--- src/rtl/y_tdm_demux_pkg.sv ---
// Shared types and defaults for the TDM demultiplexer.
package y_demux_pkg;

    // Frame assembly state: waiting for a frame start, or shifting lanes in.
    typedef enum logic [0:0] {
        IDLE  = 1'b0,
        SHIFT = 1'b1
    } state_e;

    localparam int LANES_DEF = 8;

endpackage

--- src/rtl/y_tdm_demux_if.sv ---
// Serial-in / parallel-out port bundle of the TDM demultiplexer.
interface y_tdm_demux_if import y_demux_pkg::*; #(
    parameter int LANES = LANES_DEF
);
    logic             in_bit;
    logic             in_valid;
    logic             frame_start;
    logic [LANES-1:0] out_data;
    logic             out_valid;
    logic             out_ready;
    logic             overrun;
    logic             busy;

    // Source / consumer side.
    modport master (
        output in_bit, in_valid, frame_start, out_ready,
        input  out_data, out_valid, overrun, busy
    );

    // Demultiplexer side.
    modport slave (
        input  in_bit, in_valid, frame_start, out_ready,
        output out_data, out_valid, overrun, busy
    );
endinterface

--- src/rtl/y_tdm_demux_demux1.sv ---
// 1-to-2 enable demux cell; a tree of these forms the lane-enable decoder.
module y_demux1 (
    input  logic en,
    input  logic sel,
    output logic en0,
    output logic en1
);
    assign en0 = en & ~sel;
    assign en1 = en &  sel;
endmodule

--- src/rtl/y_tdm_demux.sv ---
// Time-division demultiplexer: serial bits steered lane by lane into a
// LANES-wide word, handed out through a one-deep valid/ready buffer.
//
//  state | meaning
//  IDLE  | waiting for a frame_start beat
//  SHIFT | frame in progress, idx_q is the next lane to fill
module y_tdm_demux import y_demux_pkg::*; #(
    parameter int LANES = LANES_DEF,
    parameter int IDX_W = $clog2(LANES)
) (
    input logic           clk,
    input logic           rst_n,
    y_tdm_demux_if.slave  bus
);
    localparam logic [0:0]       S_IDLE  = IDLE;
    localparam logic [0:0]       S_SHIFT = SHIFT;
    localparam logic [IDX_W-1:0] LAST    = IDX_W'(LANES - 1);
    localparam int               LEAF0   = 2 ** IDX_W;

    logic [0:0]       state_q, state_d;
    logic [IDX_W-1:0] idx_q, idx_d;
    logic [LANES-1:0] shift_q, shift_d;
    logic [LANES-1:0] out_data_q, out_data_d;
    logic             out_valid_q, out_valid_d;
    logic             overrun_q, overrun_d;

    logic             start;
    logic             wr_en;
    logic [IDX_W-1:0] wr_idx;
    logic [LANES-1:0] lane_en;
    logic [LANES-1:0] base;
    logic             complete;

    // Decide whether this beat writes a lane and which one; a frame_start beat
    // always lands in lane 0, otherwise only an active frame accepts bits.
    always_comb begin
        start  = bus.in_valid && bus.frame_start;
        wr_en  = bus.in_valid && (bus.frame_start || (state_q == S_SHIFT));
        wr_idx = start ? '0 : idx_q;
    end

    // Binary tree of 1-to-2 cells: node n feeds children 2n and 2n+1, leaves are lanes.
    logic [2*LEAF0-1:1] en_tree;
    assign en_tree[1] = wr_en;

    for (genvar l = 0; l < IDX_W; l++) begin : g_lvl
        for (genvar k = 0; k < (2 ** l); k++) begin : g_node
            y_demux1 u_cell (
                .en  (en_tree[(2 ** l) + k]),
                .sel (wr_idx[IDX_W-1-l]),
                .en0 (en_tree[2 * ((2 ** l) + k)]),
                .en1 (en_tree[2 * ((2 ** l) + k) + 1])
            );
        end
    end

    assign lane_en = en_tree[LEAF0 + LANES - 1 : LEAF0];

    // FSM, lane write, and the output buffer which runs independently of the FSM.
    always_comb begin
        state_d     = state_q;
        idx_d       = idx_q;
        shift_d     = shift_q;
        out_data_d  = out_data_q;
        out_valid_d = out_valid_q;
        overrun_d   = 1'b0;
        complete    = 1'b0;
        base        = start ? '0 : shift_q;

        if (wr_en) begin
            shift_d = (base & ~lane_en) | (lane_en & {LANES{bus.in_bit}});
            if (wr_idx == LAST) begin
                complete = 1'b1;
                state_d  = S_IDLE;
                idx_d    = '0;
            end else begin
                state_d  = S_SHIFT;
                idx_d    = wr_idx + 1'b1;
            end
        end

        // A held word is never overwritten; a completion that cannot land is dropped.
        if (complete) begin
            if (!out_valid_q || bus.out_ready) begin
                out_data_d  = shift_d;
                out_valid_d = 1'b1;
            end else begin
                overrun_d   = 1'b1;
            end
        end else if (out_valid_q && bus.out_ready) begin
            out_valid_d = 1'b0;
        end
    end

    // State registers; reset discards any partial frame and any held word.
    always_ff @(posedge clk or negedge rst_n) begin
        if (!rst_n) begin
            state_q     <= S_IDLE;
            idx_q       <= '0;
            shift_q     <= '0;
            out_data_q  <= '0;
            out_valid_q <= 1'b0;
            overrun_q   <= 1'b0;
        end else begin
            state_q     <= state_d;
            idx_q       <= idx_d;
            shift_q     <= shift_d;
            out_data_q  <= out_data_d;
            out_valid_q <= out_valid_d;
            overrun_q   <= overrun_d;
        end
    end

    assign bus.out_data  = out_data_q;
    assign bus.out_valid = out_valid_q;
    assign bus.overrun   = overrun_q;
    assign bus.busy      = (state_q == S_SHIFT);

endmodule

--- src/flat_wrapper.sv ---
// flat-port wrapper written by rule: the top's interface ports become plain ports
module y_tdm_demux_flat import y_demux_pkg::*;
#(
    parameter int LANES = LANES_DEF,
    parameter int IDX_W = $clog2(LANES)
)
  (clk, rst_n, bus_in_bit, bus_in_valid, bus_frame_start, bus_out_ready, bus_out_data, bus_out_valid, bus_overrun, bus_busy);
  y_tdm_demux_if #(.LANES(LANES)) bus_i ();
  input logic clk;
  input logic rst_n;
  input wire logic [$bits(bus_i.in_bit)-1:0] bus_in_bit;
  input wire logic [$bits(bus_i.in_valid)-1:0] bus_in_valid;
  input wire logic [$bits(bus_i.frame_start)-1:0] bus_frame_start;
  input wire logic [$bits(bus_i.out_ready)-1:0] bus_out_ready;
  output wire logic [$bits(bus_i.out_data)-1:0] bus_out_data;
  output wire logic [$bits(bus_i.out_valid)-1:0] bus_out_valid;
  output wire logic [$bits(bus_i.overrun)-1:0] bus_overrun;
  output wire logic [$bits(bus_i.busy)-1:0] bus_busy;
  assign bus_i.in_bit = bus_in_bit;
  assign bus_i.in_valid = bus_in_valid;
  assign bus_i.frame_start = bus_frame_start;
  assign bus_i.out_ready = bus_out_ready;
  assign bus_out_data = bus_i.out_data;
  assign bus_out_valid = bus_i.out_valid;
  assign bus_overrun = bus_i.overrun;
  assign bus_busy = bus_i.busy;
  y_tdm_demux #(.LANES(LANES), .IDX_W(IDX_W)) u_core (.clk(clk), .rst_n(rst_n), .bus(bus_i));
endmodule
--- config.mk ---
export PLATFORM = sky130hd
export DESIGN_NAME = y_tdm_demux_flat
export DESIGN_NICKNAME = d
export VERILOG_FILES = /design/src/rtl/y_tdm_demux_pkg.sv /design/src/rtl/y_tdm_demux_if.sv /design/src/rtl/y_tdm_demux_demux1.sv /design/src/rtl/y_tdm_demux.sv /design/src/flat_wrapper.sv
export SDC_FILE = /design/constraint.sdc
export NUM_CORES = 1
export LEC_CHECK = 0
export BUFFER_PORTS_ARGS = -buffer_cell sky130_fd_sc_hd__buf_2
export CAP_MARGIN = 20
export CORE_UTILIZATION = 40
export DETAILED_ROUTE_END_ITERATION = 8
export PLACE_DENSITY = 0.58
export SLEW_MARGIN = 10
export SYNTH_ARGS = -nofsm -noshare
export SYNTH_HDL_FRONTEND = slang
export SYNTH_SLANG_ARGS = --single-unit
--- constraint.sdc ---
create_clock -name clk -period 1.7 [get_ports clk]
set_clock_uncertainty 0.05 [all_clocks]
set_input_delay 0.34 -clock clk [delete_from_list [all_inputs] [get_ports clk]]
set_output_delay 0.34 -clock clk [all_outputs]
set_load 0.005 [all_outputs]
# ---- After elaboration in Yosys (flattened, before gate mapping)
# Cells that the tools add are included.
dict set report totals {
  wordCells 51
  reg_bits 22
}
dict set report classes {
  n_eq_ne 2
  n_mux 12
  n_bitwise 21
  reduce_logical 9
  n_addsub 1
}
# cell count
set ops {}
lappend ops {{$and A8 B8 Y8} 2}
lappend ops {{$mux W8} 2}
lappend ops {{$and A1 B1 Y1} 14}
lappend ops {{$mux W1} 8}
lappend ops {{$not A8 Y8} 1}
lappend ops {{$or A8 B8 Y8} 1}
lappend ops {{$mux W3} 2}
lappend ops {{$reduce_and A2 Y1} 2}
lappend ops {{$add A3 B1 Y3 const B} 1}
lappend ops {{$eq A3 B3 Y1 const B} 1}
lappend ops {{$logic_and A1 B1 Y1} 3}
lappend ops {{$not A1 Y1} 3}
lappend ops {{$logic_or A1 B1 Y1} 2}
lappend ops {{$ne A2 B2 Y1 const B} 1}
lappend ops {{$reduce_bool A2 Y1} 1}
lappend ops {{$logic_not A1 Y1} 1}

# ---- Longest topological paths before layout
# Gate-level depths: netlist of the first run.
dict set report depth {
  ltp_word 10
  mapped_depth 9
  mapped_depth_nobuf 7
}

# ---- By module
# A second synthesis of the first run with hierarchy kept.
dict set report hier_totals {
  hier_cells 87
  hier_area_um2 1084.8
}
# mod seq_area_each_um2 cells_per_inst n_inst area_each_um2
set modules_own_cells {}
lappend modules_own_cells {y_tdm_demux 550.5 73 1 970.9}
lappend modules_own_cells {y_demux1 0.0 2 7 16.3}

# ---- Least setup slack after synthesis of the first run
# OpenSTA, ideal clock, no wires.
dict set report synth_path {
  path_kind {input to register}
  startpoint {input bus_in_valid}
  endpoint {register u_core.out_data_q[0], in the netlist u_core.bus.out_data[0]}
  path_buffers 2
  required_ns 1.525
  path_stages 9
  path_slack_ns -0.295
  t_arrival_ns 1.821
  path_cell_list {buf_4 nand2_1 inv_1 nor2_1 ha_1 o211ai_1 and2b_2 clkbuf_8 mux2_2}
}
dict set report synth_via {
  elab_chain_len 10
}
# item line
set synth_lines {}
lappend synth_lines {{from (decl)} flat_wrapper.sv:12} ;# input wire logic [$bits(bus_i.in_valid)-1:0] bus_in_valid;
lappend synth_lines {{$logic_and A1 B1 Y1} y_tdm_demux.sv:37} ;# start = bus.in_valid && bus.frame_start;
lappend synth_lines {{$mux W3} y_tdm_demux.sv:39} ;# wr_idx = start ? '0 : idx_q;
lappend synth_lines {{$not A1 Y1} y_tdm_demux_demux1.sv:8} ;# assign en0 = en & ~sel;
lappend synth_lines {{$and A1 B1 Y1 (3 in series)} y_tdm_demux_demux1.sv:8}
lappend synth_lines {{$not A8 Y8} y_tdm_demux.sv:71} ;# shift_d = (base & ~lane_en) | (lane_en & {LANES{bus.in_bit}});
lappend synth_lines {{$and A8 B8 Y8} y_tdm_demux.sv:71}
lappend synth_lines {{$or A8 B8 Y8} y_tdm_demux.sv:71}
lappend synth_lines {{$mux W8} y_tdm_demux.sv:70} ;# if (wr_en) begin
lappend synth_lines {{to (signal assigned)} y_tdm_demux.sv:108} ;# out_data_q <= out_data_d;
lappend synth_lines {{to (decl)} y_tdm_demux.sv:23} ;# logic [LANES-1:0] out_data_q, out_data_d;
# Several ways; a longest one is shown, not always the timed one.
# A chain may end at the register's enable or synchronous reset.

# ---- Final worst setup path of the first run
dict set report layout_path {
  startpoint {register u_core.idx_q[1]}
  endpoint {register u_core.out_data_q[4], in the netlist u_core.bus.out_data[4]}
}
dict set report layout_via {
  elab_chain_len 8
}
# item line
set layout_lines {}
lappend layout_lines {{from (decl)} y_tdm_demux.sv:21} ;# logic [IDX_W-1:0] idx_q, idx_d;
lappend layout_lines {{from (signal assigned)} y_tdm_demux.sv:106} ;# idx_q <= idx_d;
lappend layout_lines {{$mux W3 *} y_tdm_demux.sv:39}
lappend layout_lines {{$not A1 Y1} y_tdm_demux_demux1.sv:8}
lappend layout_lines {{$and A1 B1 Y1 (2 in series)} y_tdm_demux_demux1.sv:8}
lappend layout_lines {{$not A8 Y8} y_tdm_demux.sv:71}
lappend layout_lines {{$and A8 B8 Y8} y_tdm_demux.sv:71}
lappend layout_lines {{$or A8 B8 Y8} y_tdm_demux.sv:71}
lappend layout_lines {{$mux W8} y_tdm_demux.sv:70}
# Mark *: on every way between the ends. The rest lies on a longest branch, timed or not.

==> results.txt, run 1 <==
----------------------------------------------------
[Synth]
  Dominant register cell in the synthesized netlist ... dfrtp_1
  Warnings from Yosys ... 0
  Leading cell types by total area after synthesis ... dfrtp_1 50%, mux2_2 6.1%, clkbuf_8 5.0%, mux2_4 2.7%, nor3b_2 2.3%
  Flip-flop and latch count after synthesis ... 22
  Gate count of the mapped netlist ... 91
  Synth cell count leaders ... 22 x dfrtp_1, 6 x mux2_2, 6 x nand2_1
  Mean cell area of the mapped netlist ... 12.17 um2
  Library cell with the largest summed area after synthesis ... dfrtp_1
  Cell area after synthesis ... 0.001107 mm2
  Cell variety after synth ... 35
  Share of the synthesized area in the top cell type ... 0.4972
  Most instantiated library cell after synthesis ... dfrtp_1
  Async S/R FF share, synth ... 1.000
  Part of the Yosys area used for sequential elements ... 0.4972
  Net count of the mapped netlist ... 98
  Count of flip-flops with a built-in enable after synthesis ... 0

[Timing]
  Final-layout worst hold slack ... 258.9 ps
  Final Worst Setup Slack ... 53.92 ps
  RSZ-0062 raised after global routing ... true
  Number of max-slew violations in the final report ... 0
  Slew of the pin with the lowest slew margin ... 482.4 ps
  Final setup violation count ... 0
  Fin crit share ... 0.9683
  Number of endpoints with negative hold slack in the final report ... 0
  Setup TNS Final ... 0 ps
  Maximum achievable frequency ... 607.5 MHz
  Worst slew margin relative to its limit ... 0.6784
  Minimum clock period ... 1646 ps

[Clock network]
  # H-tree levels ... 1
  Clock Pin Slew Worst Setup and Hold Paths ... 110 ps
  Worst skew pair latency ... 300 ps
  TritonCTS clock tree ... yes
  Number of CTS-inserted buffers ... 3
  Clock root buffer master ... clkbuf_4
  Clock buffer depth ... 2
  Clock Sinks ... 22

[Global route]
  Global route total overflow ... 0
  Pin count of the biggest net entering global routing ... 23
  Number of global-route vias before repair ... 766
  GRT Total Usage ... 0.1731
  Antenna violations before repair ... 0
  First-pass GRT wire length ... 3608 um

[Floorplanning]
  Die area ... 0.002983 mm2
  Y dimension of the die ... 54.62 um
  Placeable core region ... 0.002545 mm2
  Count of boundary I/O pins ... 17
  Placement row count ... 18
  Die width ... 54.62 um
  Effective utilization at floorplan ... 0.4351

[Power]
  Total power density per cell area ... 988.4 mW/mm2
  Worst IR Drop VDD ... 0.5843 mV
  Leakage power total ... 0.6673 nW
  Total chip power ... 1.332 mW

[Final layout]
  Area occupied by registers ... 550.5 um2
  End-of-flow core utilization ... 0.5295
  Count of inserted antenna diode cells ... 0
  Fraction of layout instances using a drive strength above 1 ... 0.4655
  Number of standard cells in the final layout excluding fillers ... 146
  Area taken by multi-input logic gates ... 533.0 um2
  Total of fill cells in the finished design ... 234
  Post-synthesis to final-layout area growth ... 21.69%
  Total Nets Final ... 125
  Design area ... 0.001348 mm2

[Routing]
  Wire per inst ... 14.19 um
  Drt drc ... 0
  Length of the first detailed-routing pass in iterations ... 4
  Total via count in the routed design ... 791
  Number of DRC markers after the initial detailed-route iteration ... 9
  Via density per instance ... 5.418
  WL final ... 2072 um
  Remaining antenna violation count ... 0

[Worst hold path]
  Path type of the worst min-delay path ... input port to flop
  Worst hold path cell count ... 3

[Critical path]
  Endpoint type of the worst setup path ... flop
  Data arrival, critical path ... 1800 ps
  Critical setup path kind ... flop to flop
  Data required time of the critical path ... 1850 ps
  FF-to-FF path depth ... 7
  Highest net fanout along the worst path ... 8
  Worst setup SP type ... flop

[Place]
  Placed wire-length estimate after detailed placement ... 1468 um
  Dpl cells ... 141
  Total of buffers placed on input and output ports ... 16
  Instance area after placement ... 0.001308 mm2
  Routability congestion estimate ... 0.7380
  Worst Setup Slack post-DPL ... -129.9 ps

[Run status]
  Result of the run ... completed

[Flow run]
  MaxCap Viol Count ... 0

----------------------------------------------------
[where the power goes]
| group | total (mW) | internal [mW] | switching (mW) |
|---|---|---|---|
| clock | 0.229 | 0.0827 | 0.147 |
| combinational | 0.451 | 0.234 | 0.217 |
| sequential | 0.651 | 0.603 | 0.0485 |
| total | 1.33 | 0.920 | 0.412 |
[cell families after synthesis]
family | synth area share
AOI/OAI and AO/OA | 0.1480
and+or+nand+nor | 0.1525
adders and majority gates | 0.01130
DFF | 0.4972
muxes | 0.1073
buffers and inverters | 0.08362
[path summary, 6_finish.rpt]
kind / start / endpoint / slack (ps)
min in group asynchronous: rst_n / u_core.bus.out_data[7] / 470
worst max-delay path: u_core.idx_q[1] / u_core.bus.out_data[4] / 50
max in group asynchronous: rst_n / u_core.shift_q[0] / 800
worst max register to register: u_core.idx_q[1] / u_core.bus.out_data[4] / 50
worst min-delay path: bus_out_ready / u_core.bus.overrun / 260
worst min register to register: u_core.bus.out_data[3] / u_core.bus.out_data[3] / 470
[registers in the layout (all words and copies together), names as in the netlist]
register and cells:
u_core.bus.out_data 8, u_core.shift_q 8, u_core.idx_q 3, u_core.bus.busy 1
u_core.bus.out_valid 1, u_core.bus.overrun 1
[cell type report]
cell class                 instances  area share
tap                               30     0.02786
clock buffer                       3     0.01671
inverter                           5     0.01393
timing repair buffer              28      0.1374
multi-input combinational         58      0.3955
sequential                        22      0.4085
[critical path, stage by stage (launching register included)]
cell and delay (ps):
dfrtp_1 420, nand2_4 90, nor2_4 40, ha_4 140
o211ai_1 90, and2b_2 260, buf_12 150, mux2_4 290
[repair_timing]
item,in CTS,in global routing
gates resized for setup,0,0
setup buffers,0,1
hold buffers,1,0
endpoints found under the hold margin,22,0
setup endpoints to repair,0,8
[cells in the final DEF (no fill, tap or decap), drive strengths merged, types with 2 or more instances in the layout]
| cell type | instances |
|---|---|
| buf | 27 |
| dfrtp | 22 |
| mux2 | 9 |
| nand2 | 6 |
| inv | 5 |
| o21ai | 4 |
| nor2 | 4 |
| a21oi | 4 |
| o211ai | 3 |
| clkbuf | 3 |
| nor3b | 3 |
| o41ai | 3 |
| nand2b | 2 |
| or3 | 2 |
| o311ai | 2 |
| nand3 | 2 |
| a32o | 2 |
[per-layer routing]
metal,GRT usage,share of wire,wire [um],vias up
met5,0,0,0,-
met4,0.06410,0.0092,19,0
met3,0.03333,0.031,64,2
met2,0.2530,0.46,962,13
met1,0.2509,0.50,1026,395
li1,-,-,-,381
(Power assumes the default switching activity.)
==> run 2: changes to the inputs <==
CORE_MARGIN = 8   (was default)
HOLD_SLACK_MARGIN = 0.1   (was default)
PLACE_DENSITY = 0.56   (was 0.58)
clock period = 1.8 ns   (was 1.7 ns; I/O delays follow)
==> run 2 against run 1 <==
Flip-flop and latch count did not move. First-iteration DRC count up 110%. Worst hold slack gained 21 ps. Clock-buffer cell count rose by 1.
==> results.txt, run 2 (same netlist as run 1, synthesis figures left out) <==
----------------------------------------------------
[Clock network]
  Clock root buffer master ... clkbuf_4
  TritonCTS clock tree ... yes
  Clock Sinks ... 22 (unchanged)
  Clock buffer depth ... 2 (unchanged)
  Worst skew pair latency ... 310 ps (about the same)
  # H-tree levels ... 1 (unchanged)
  Number of CTS-inserted buffers ... 3 (unchanged)
  Clock Pin Slew Worst Setup and Hold Paths ... 120 ps (about the same)

[Routing]
  Via density per instance ... 5.162 (-4.7%)
  Drt drc ... 0 (unchanged)
  Wire per inst ... 15.01 um (+5.7%)
  Length of the first detailed-routing pass in iterations ... 4 (unchanged)
  WL final ... 2221 um (+7.2%)
  Number of DRC markers after the initial detailed-route iteration ... 19 (+10)
  Remaining antenna violation count ... 0 (unchanged)
  Total via count in the routed design ... 764 (-3.4%)

[Place]
  Placed wire-length estimate after detailed placement ... 1647 um (+12%)
  Total of buffers placed on input and output ports ... 16 (unchanged)
  Instance area after placement ... 0.001299 mm2 (-0.67%)
  Dpl cells ... 142 (+0.71%)
  Routability congestion estimate ... 0.7879 (+6.8%)

[Critical path]
  R2R Path End ... u_core.bus.out_data[2]
  Worst setup SP type ... flop
  Endpoint type of the worst setup path ... flop
  Cell Chain, Critical Path ... nand2_2 -> nor2_2 -> ha_4 -> o211ai_1 -> and2b_2 -> buf_12 -> mux2_4
  Critical setup path kind ... flop to flop
  R2R setup slack ... 70 ps (+20 ps)
  R2r startpoint ... u_core.idx_q[0]
  Data required time of the critical path ... 1950 ps (+100 ps)
  Highest-delay cell along the critical path ... dfrtp_1
  Data arrival, critical path ... 1880 ps (+80 ps)
  FF-to-FF path depth ... 7 (unchanged)
  Highest net fanout along the worst path ... 8 (unchanged)
  CP peak stage delay ... 390 ps (-30 ps)

[Timing]
  Final setup violation count ... 0 (unchanged)
  Maximum achievable frequency ... 578.4 MHz (-4.8%)
  Slew of the pin with the lowest slew margin ... 491.5 ps (+9.089 ps)
  Worst slew margin relative to its limit ... 0.6723 (-0.006060)
  Fin crit share ... 0.9606 (-0.007715)
  Number of endpoints with negative hold slack in the final report ... 0 (unchanged)
  Number of max-slew violations in the final report ... 0 (unchanged)
  Minimum clock period ... 1729 ps (+82.94 ps)

[Final layout]
  Number of standard cells in the final layout excluding fillers ... 148 (+1.4%)
  Post-synthesis to final-layout area growth ... 22.94%
  Leading cell type in the layout, fill and taps excluded ... dfrtp_1
  Total Nets Final ... 125 (unchanged)
  Commonest cells after routing, fill and taps aside ... 21 x dfrtp_1, 16 x buf_2, 10 x buf_4
  Count of inserted antenna diode cells ... 0 (unchanged)
  Fraction of layout instances using a drive strength above 1 ... 0.4872 (+0.02166)
  Design area ... 0.001361 mm2 (+1.0%)

[Floorplanning]
  Effective utilization at floorplan ... 0.4122 (-0.02290)
  Placement row count ... 19 (+1)
  Die area ... 0.004708 mm2 (+58%)
  Y dimension of the die ... 68.62 um (+26%)
  Die width ... 68.62 um (+26%)
  Placeable core region ... 0.002686 mm2 (+5.6%)
  Count of boundary I/O pins ... 17 (unchanged)

[Run status]
  Result of the run ... completed

[Worst hold path]
  Endpoint of the worst hold-timing path ... u_core.bus.overrun
  Path type of the worst min-delay path ... input port to flop
  Hold path start ... bus_out_ready
  Worst hold path cell count ... 3 (unchanged)

[Global route]
  GRT Total Usage ... 0.1063 (-0.06680)
  Antenna violations before repair ... 0 (unchanged)
  Pin count of the biggest net entering global routing ... 23 (unchanged)
  Number of global-route vias before repair ... 836 (+9.1%)
  Global route total overflow ... 0 (unchanged)
  First-pass GRT wire length ... 3829 um (+6.1%)

[Power]
  Leakage power total ... 0.6752 nW (+1.2%)
  Worst IR Drop VDD ... 0.5378 mV (-8.0%)
  Total power density per cell area ... 959.4 mW/mm2 (-2.9%)

[Flow run]
  MaxCap Viol Count ... 0 (unchanged)

----------------------------------------------------
[run 2: cell types whose count changed in the layout (fill, tap and decap cells not counted)]
cell	delta
o41ai_2	+1
nand2_4	-1
nor2_2	+1
nor2_4	-1
dfrtp_2	+1
o41ai_1	-1
clkbuf_8	+1
nand2_2	+1
dfrtp_1	-1
[run 2: layer usage]
| metal | track usage | wire length [um] |
|---|---|---|
| met4 | 0.03836 | 27 |
| met1 | 0.1401 | 1073 |
| met5 | 0 | 0 |
| met2 | 0.1684 | 1065 |
| met3 | 0.02100 | 55 |
[run 2: report_power, final]
group / internal, mW / switching [mW] / total [mW]
clock network: 0.124 / 0.150 / 0.274
logic: 0.213 / 0.203 / 0.416
registers: 0.570 / 0.0469 / 0.617
total: 0.906 / 0.400 / 1.31
[run 2: worst max path at each step]
stage	from	end	slack [ps]	cells after the start
2_1_floorplan	bus_in_valid	u_core.bus.out_data[0]	9	8
3_3_place_gp	bus_frame_start	u_core.bus.out_data[3]	-50	8
3_5_place_dp	bus_frame_start	u_core.bus.out_data[2]	-70	8
4_1_cts	u_core.idx_q[0]	u_core.bus.out_data[2]	50	7
5_1_grt	u_core.idx_q[0]	u_core.bus.out_data[2]	-5	7
6_report	u_core.idx_q[0]	u_core.bus.out_data[2]	70	7
[run 2: critical path: cells and delay by family, from the launching register on]
family,cells,cell delay [ps]
simple gates,3,510
mux,1,300
fa+ha+maj,1,150
buf+inv,1,140
compound gates,1,90
flops,1,390
[run 2: layout make-up]
cell class              count  area (um2)
clock buffers               4       36.28
multi-input cells          58       530.5
repair buffers             28       185.2
well taps                  31       38.79
inverters                   5       18.77
flip-flops and latches     22       551.8
fillers                   242        1325
[run 2: metrics by stage]
stage	util	hold WS (ps)	total power, mW	setup TNS, ps	worst slack [ps]
2_1_floorplan	-	14.41	0.9219	0	9.231
3_3_place_gp	0.4835	295.5	1.028	-335.3	-48.34
3_5_place_dp	0.4835	301.5	1.033	-459.3	-67.50
4_1_cts	0.5007	278.6	1.310	0	49.10
5_1_grt	0.5068	287.5	1.402	-6.157	-5.334
6_report	0.5068	279.7	1.306	0	70.98
[run 2: what timing repair did]
item / 4_1_cts / 5_1_grt
hold buffers: 1 / 0
endpoints found under the setup margin: 0 / 7
gates resized for setup: 0 / 2
endpoints found under the hold margin: 22 / 0
buffers inserted: 0 / 1
==> run 3: changes to the inputs <==
PLACE_DENSITY = 0.68   (was 0.56)
==> run 3 against run 2 <==
Largest cell class unchanged. Critical endpoint is now u_core.bus.out_data[7]. Fmax up 0.91%. Sequential share of layout area up 1.0 points. Critical path type unchanged. Clock power down 4%. Power down 2.0%. Critical path depth down 1. Highest routed layer unchanged.
==> results.txt, run 3 (same netlist as run 1, synthesis figures left out) <==
----------------------------------------------------
[Run status]
  Result of the run ... completed

[Timing]
  RSZ-0062 raised after global routing ... false
  Final-layout worst hold slack ... 300.6 ps (+20.88 ps)
  Fin crit share ... 0.9519 (-0.008662)
  Slew of the pin with the lowest slew margin ... 475.2 ps (-16.32 ps)
  Maximum achievable frequency ... 583.6 MHz (+0.91%)
  Number of max-slew violations in the final report ... 0 (unchanged)
  Number of endpoints with negative hold slack in the final report ... 0 (unchanged)
  Worst slew margin relative to its limit ... 0.6832 (+0.01088)
  Final setup violation count ... 0 (unchanged)
  Minimum clock period ... 1713 ps (-15.59 ps)

[Routing]
  Number of DRC markers after the initial detailed-route iteration ... 19 (unchanged)
  Wire per inst ... 14.88 um (-0.87%)
  Length of the first detailed-routing pass in iterations ... 4 (unchanged)
  Drt drc ... 0 (unchanged)
  Total via count in the routed design ... 766 (+0.26%)
  WL final ... 2172 um (-2.2%)
  Remaining antenna violation count ... 0 (unchanged)
  Via density per instance ... 5.247 (+1.6%)

[Critical path]
  Cell Chain, Critical Path ... nand2_2 -> nor2_2 -> ha_4 -> o211ai_1 -> and2b_4 -> mux2_4
  Highest net fanout along the worst path ... 8 (unchanged)
  Highest-delay cell along the critical path ... dfrtp_1
  Worst setup SP type ... flop
  CP peak stage delay ... 390 ps (about the same)
  Combined buffer and inverter count along the critical path ... 0 (-1)
  Data required time of the critical path ... 1940 ps (about the same)
  Data arrival, critical path ... 1860 ps (-20 ps)
  Endpoint type of the worst setup path ... flop
  Critical setup path kind ... flop to flop
  Kind of cell with the highest combined delay on the critical path ... simple AND/OR/NAND/NOR gates

[Power]
  Worst IR Drop VDD ... 0.6081 mV (+13%)
  Total chip power ... 1.279 mW (-2.0%)
  Total power density per cell area ... 963.8 mW/mm2 (+0.46%)
  Leakage power total ... 0.6548 nW (-3.0%)

[Clock network]
  Clock Sinks ... 22 (unchanged)
  Worst skew pair latency ... 300 ps (about the same)
  Clock buffer depth ... 2 (unchanged)
  Setup fix buffers added after clock tree synthesis ... 0 (unchanged)
  # H-tree levels ... 1 (unchanged)
  TritonCTS clock tree ... yes
  Clock Pin Slew Worst Setup and Hold Paths ... 110 ps (about the same)
  Number of CTS-inserted buffers ... 3 (unchanged)
  Clock root buffer master ... clkbuf_4

[Floorplanning]
  Y dimension of the die ... 68.62 um (unchanged)
  Placement row count ... 19 (unchanged)
  Placeable core region ... 0.002686 mm2 (unchanged)
  Effective utilization at floorplan ... 0.4122 (unchanged)
  Die width ... 68.62 um (unchanged)
  Count of boundary I/O pins ... 17 (unchanged)
  Die area ... 0.004708 mm2 (unchanged)

[Flow run]
  MaxCap Viol Count ... 0 (unchanged)

[Global route]
  Pin count of the biggest net entering global routing ... 23 (unchanged)
  Number of global-route vias before repair ... 835 (-0.12%)
  Global route total overflow ... 0 (unchanged)
  First-pass GRT wire length ... 3801 um (-0.73%)
  GRT Total Usage ... 0.1039 (-0.002389)
  Antenna violations before repair ... 0 (unchanged)

[Worst hold path]
  Path type of the worst min-delay path ... input port to flop

[Final layout]
  Fraction of layout instances using a drive strength above 1 ... 0.4696 (-0.01761)
  Area taken by multi-input logic gates ... 524.3 um2 (-1.2%)
  Total Nets Final ... 123 (-1.6%)
  Commonest cells after routing, fill and taps aside ... 21 x dfrtp_1, 16 x buf_2, 9 x buf_4
  Leading cell type in the layout, fill and taps excluded ... dfrtp_1
  Post-synthesis to final-layout area growth ... 19.89%
  Total of fill cells in the finished design ... 267 (+10%)
  Design area ... 0.001328 mm2 (-2.5%)
  Area occupied by registers ... 551.8 um2 (unchanged)
  Count of inserted antenna diode cells ... 0 (unchanged)
  End-of-flow core utilization ... 0.4942 (-0.01258)

[Place]
  Placed wire-length estimate after detailed placement ... 1652 um (+0.33%)
  Routability congestion estimate ... 0.7641 (-3.0%)
  Total of buffers placed on input and output ports ... 16 (unchanged)
  Instance area after placement ... 0.001279 mm2 (-1.5%)

----------------------------------------------------
==> run 3: final timing paths <==
check	from	to	slack, ps	cells after the start
max	u_core.idx_q[0]	u_core.bus.out_data[7]	90	6
min	bus_out_ready	u_core.bus.overrun	300	3
min reg2reg	u_core.bus.out_data[1]	u_core.bus.out_data[1]	470	1
min in group asynchronous	rst_n	u_core.bus.out_data[6]	480	2
max reg2reg	u_core.idx_q[0]	u_core.bus.out_data[7]	90	6
max in group asynchronous	rst_n	u_core.bus.busy	860	2
==> run 3: cell type report <==
type / instances / area share
sequential: 22 / 0.4156
clock buffer: 4 / 0.02733
timing repair buffer: 26 / 0.1188
multi-input combinational: 58 / 0.3949
inverter: 5 / 0.01414
tap: 31 / 0.02922
==> run 3: power by group <==
part	switching, mW	internal (mW)	total (mW)
registers	0.0484	0.570	0.618
clock network	0.139	0.123	0.262
logic	0.196	0.203	0.399
total	0.383	0.897	1.28
==> run 3: worst min-delay path, cell delays in order <==
cell,delay [ps]
buf_2,70
nand2b_1,130
nor2_1,60
==> run 3: metal layers <==
metal / vias up / track usage / part of all wire
li1: 378 / - / -
met5: - / 0 / 0
met1: 381 / 0.1219 / 0.45
met2: 5 / 0.1823 / 0.53
met3: 2 / 0.01777 / 0.017
met4: 0 / 0.04348 / 0.0069
==> run 3: what timing repair did <==
item / 4_1_cts / 5_1_grt
hold buffers: 1 / 0
hold endpoints to repair: 22 / 0
endpoints found under the setup margin: 0 / 8
gates resized for setup: 0 / 2
==> run 3: per-stage QoR <==
step / std cells / TNS (ps) / worst slack (ps)
after global placement: 141 / -323.1 / -44.28
after global routing: 146 / 0 / 2.745
after detailed placement: 141 / -649.0 / -96.36
after CTS: 146 / 0 / 25.44
final: 146 / 0 / 86.57
after floorplan: 91 / 0 / 9.231
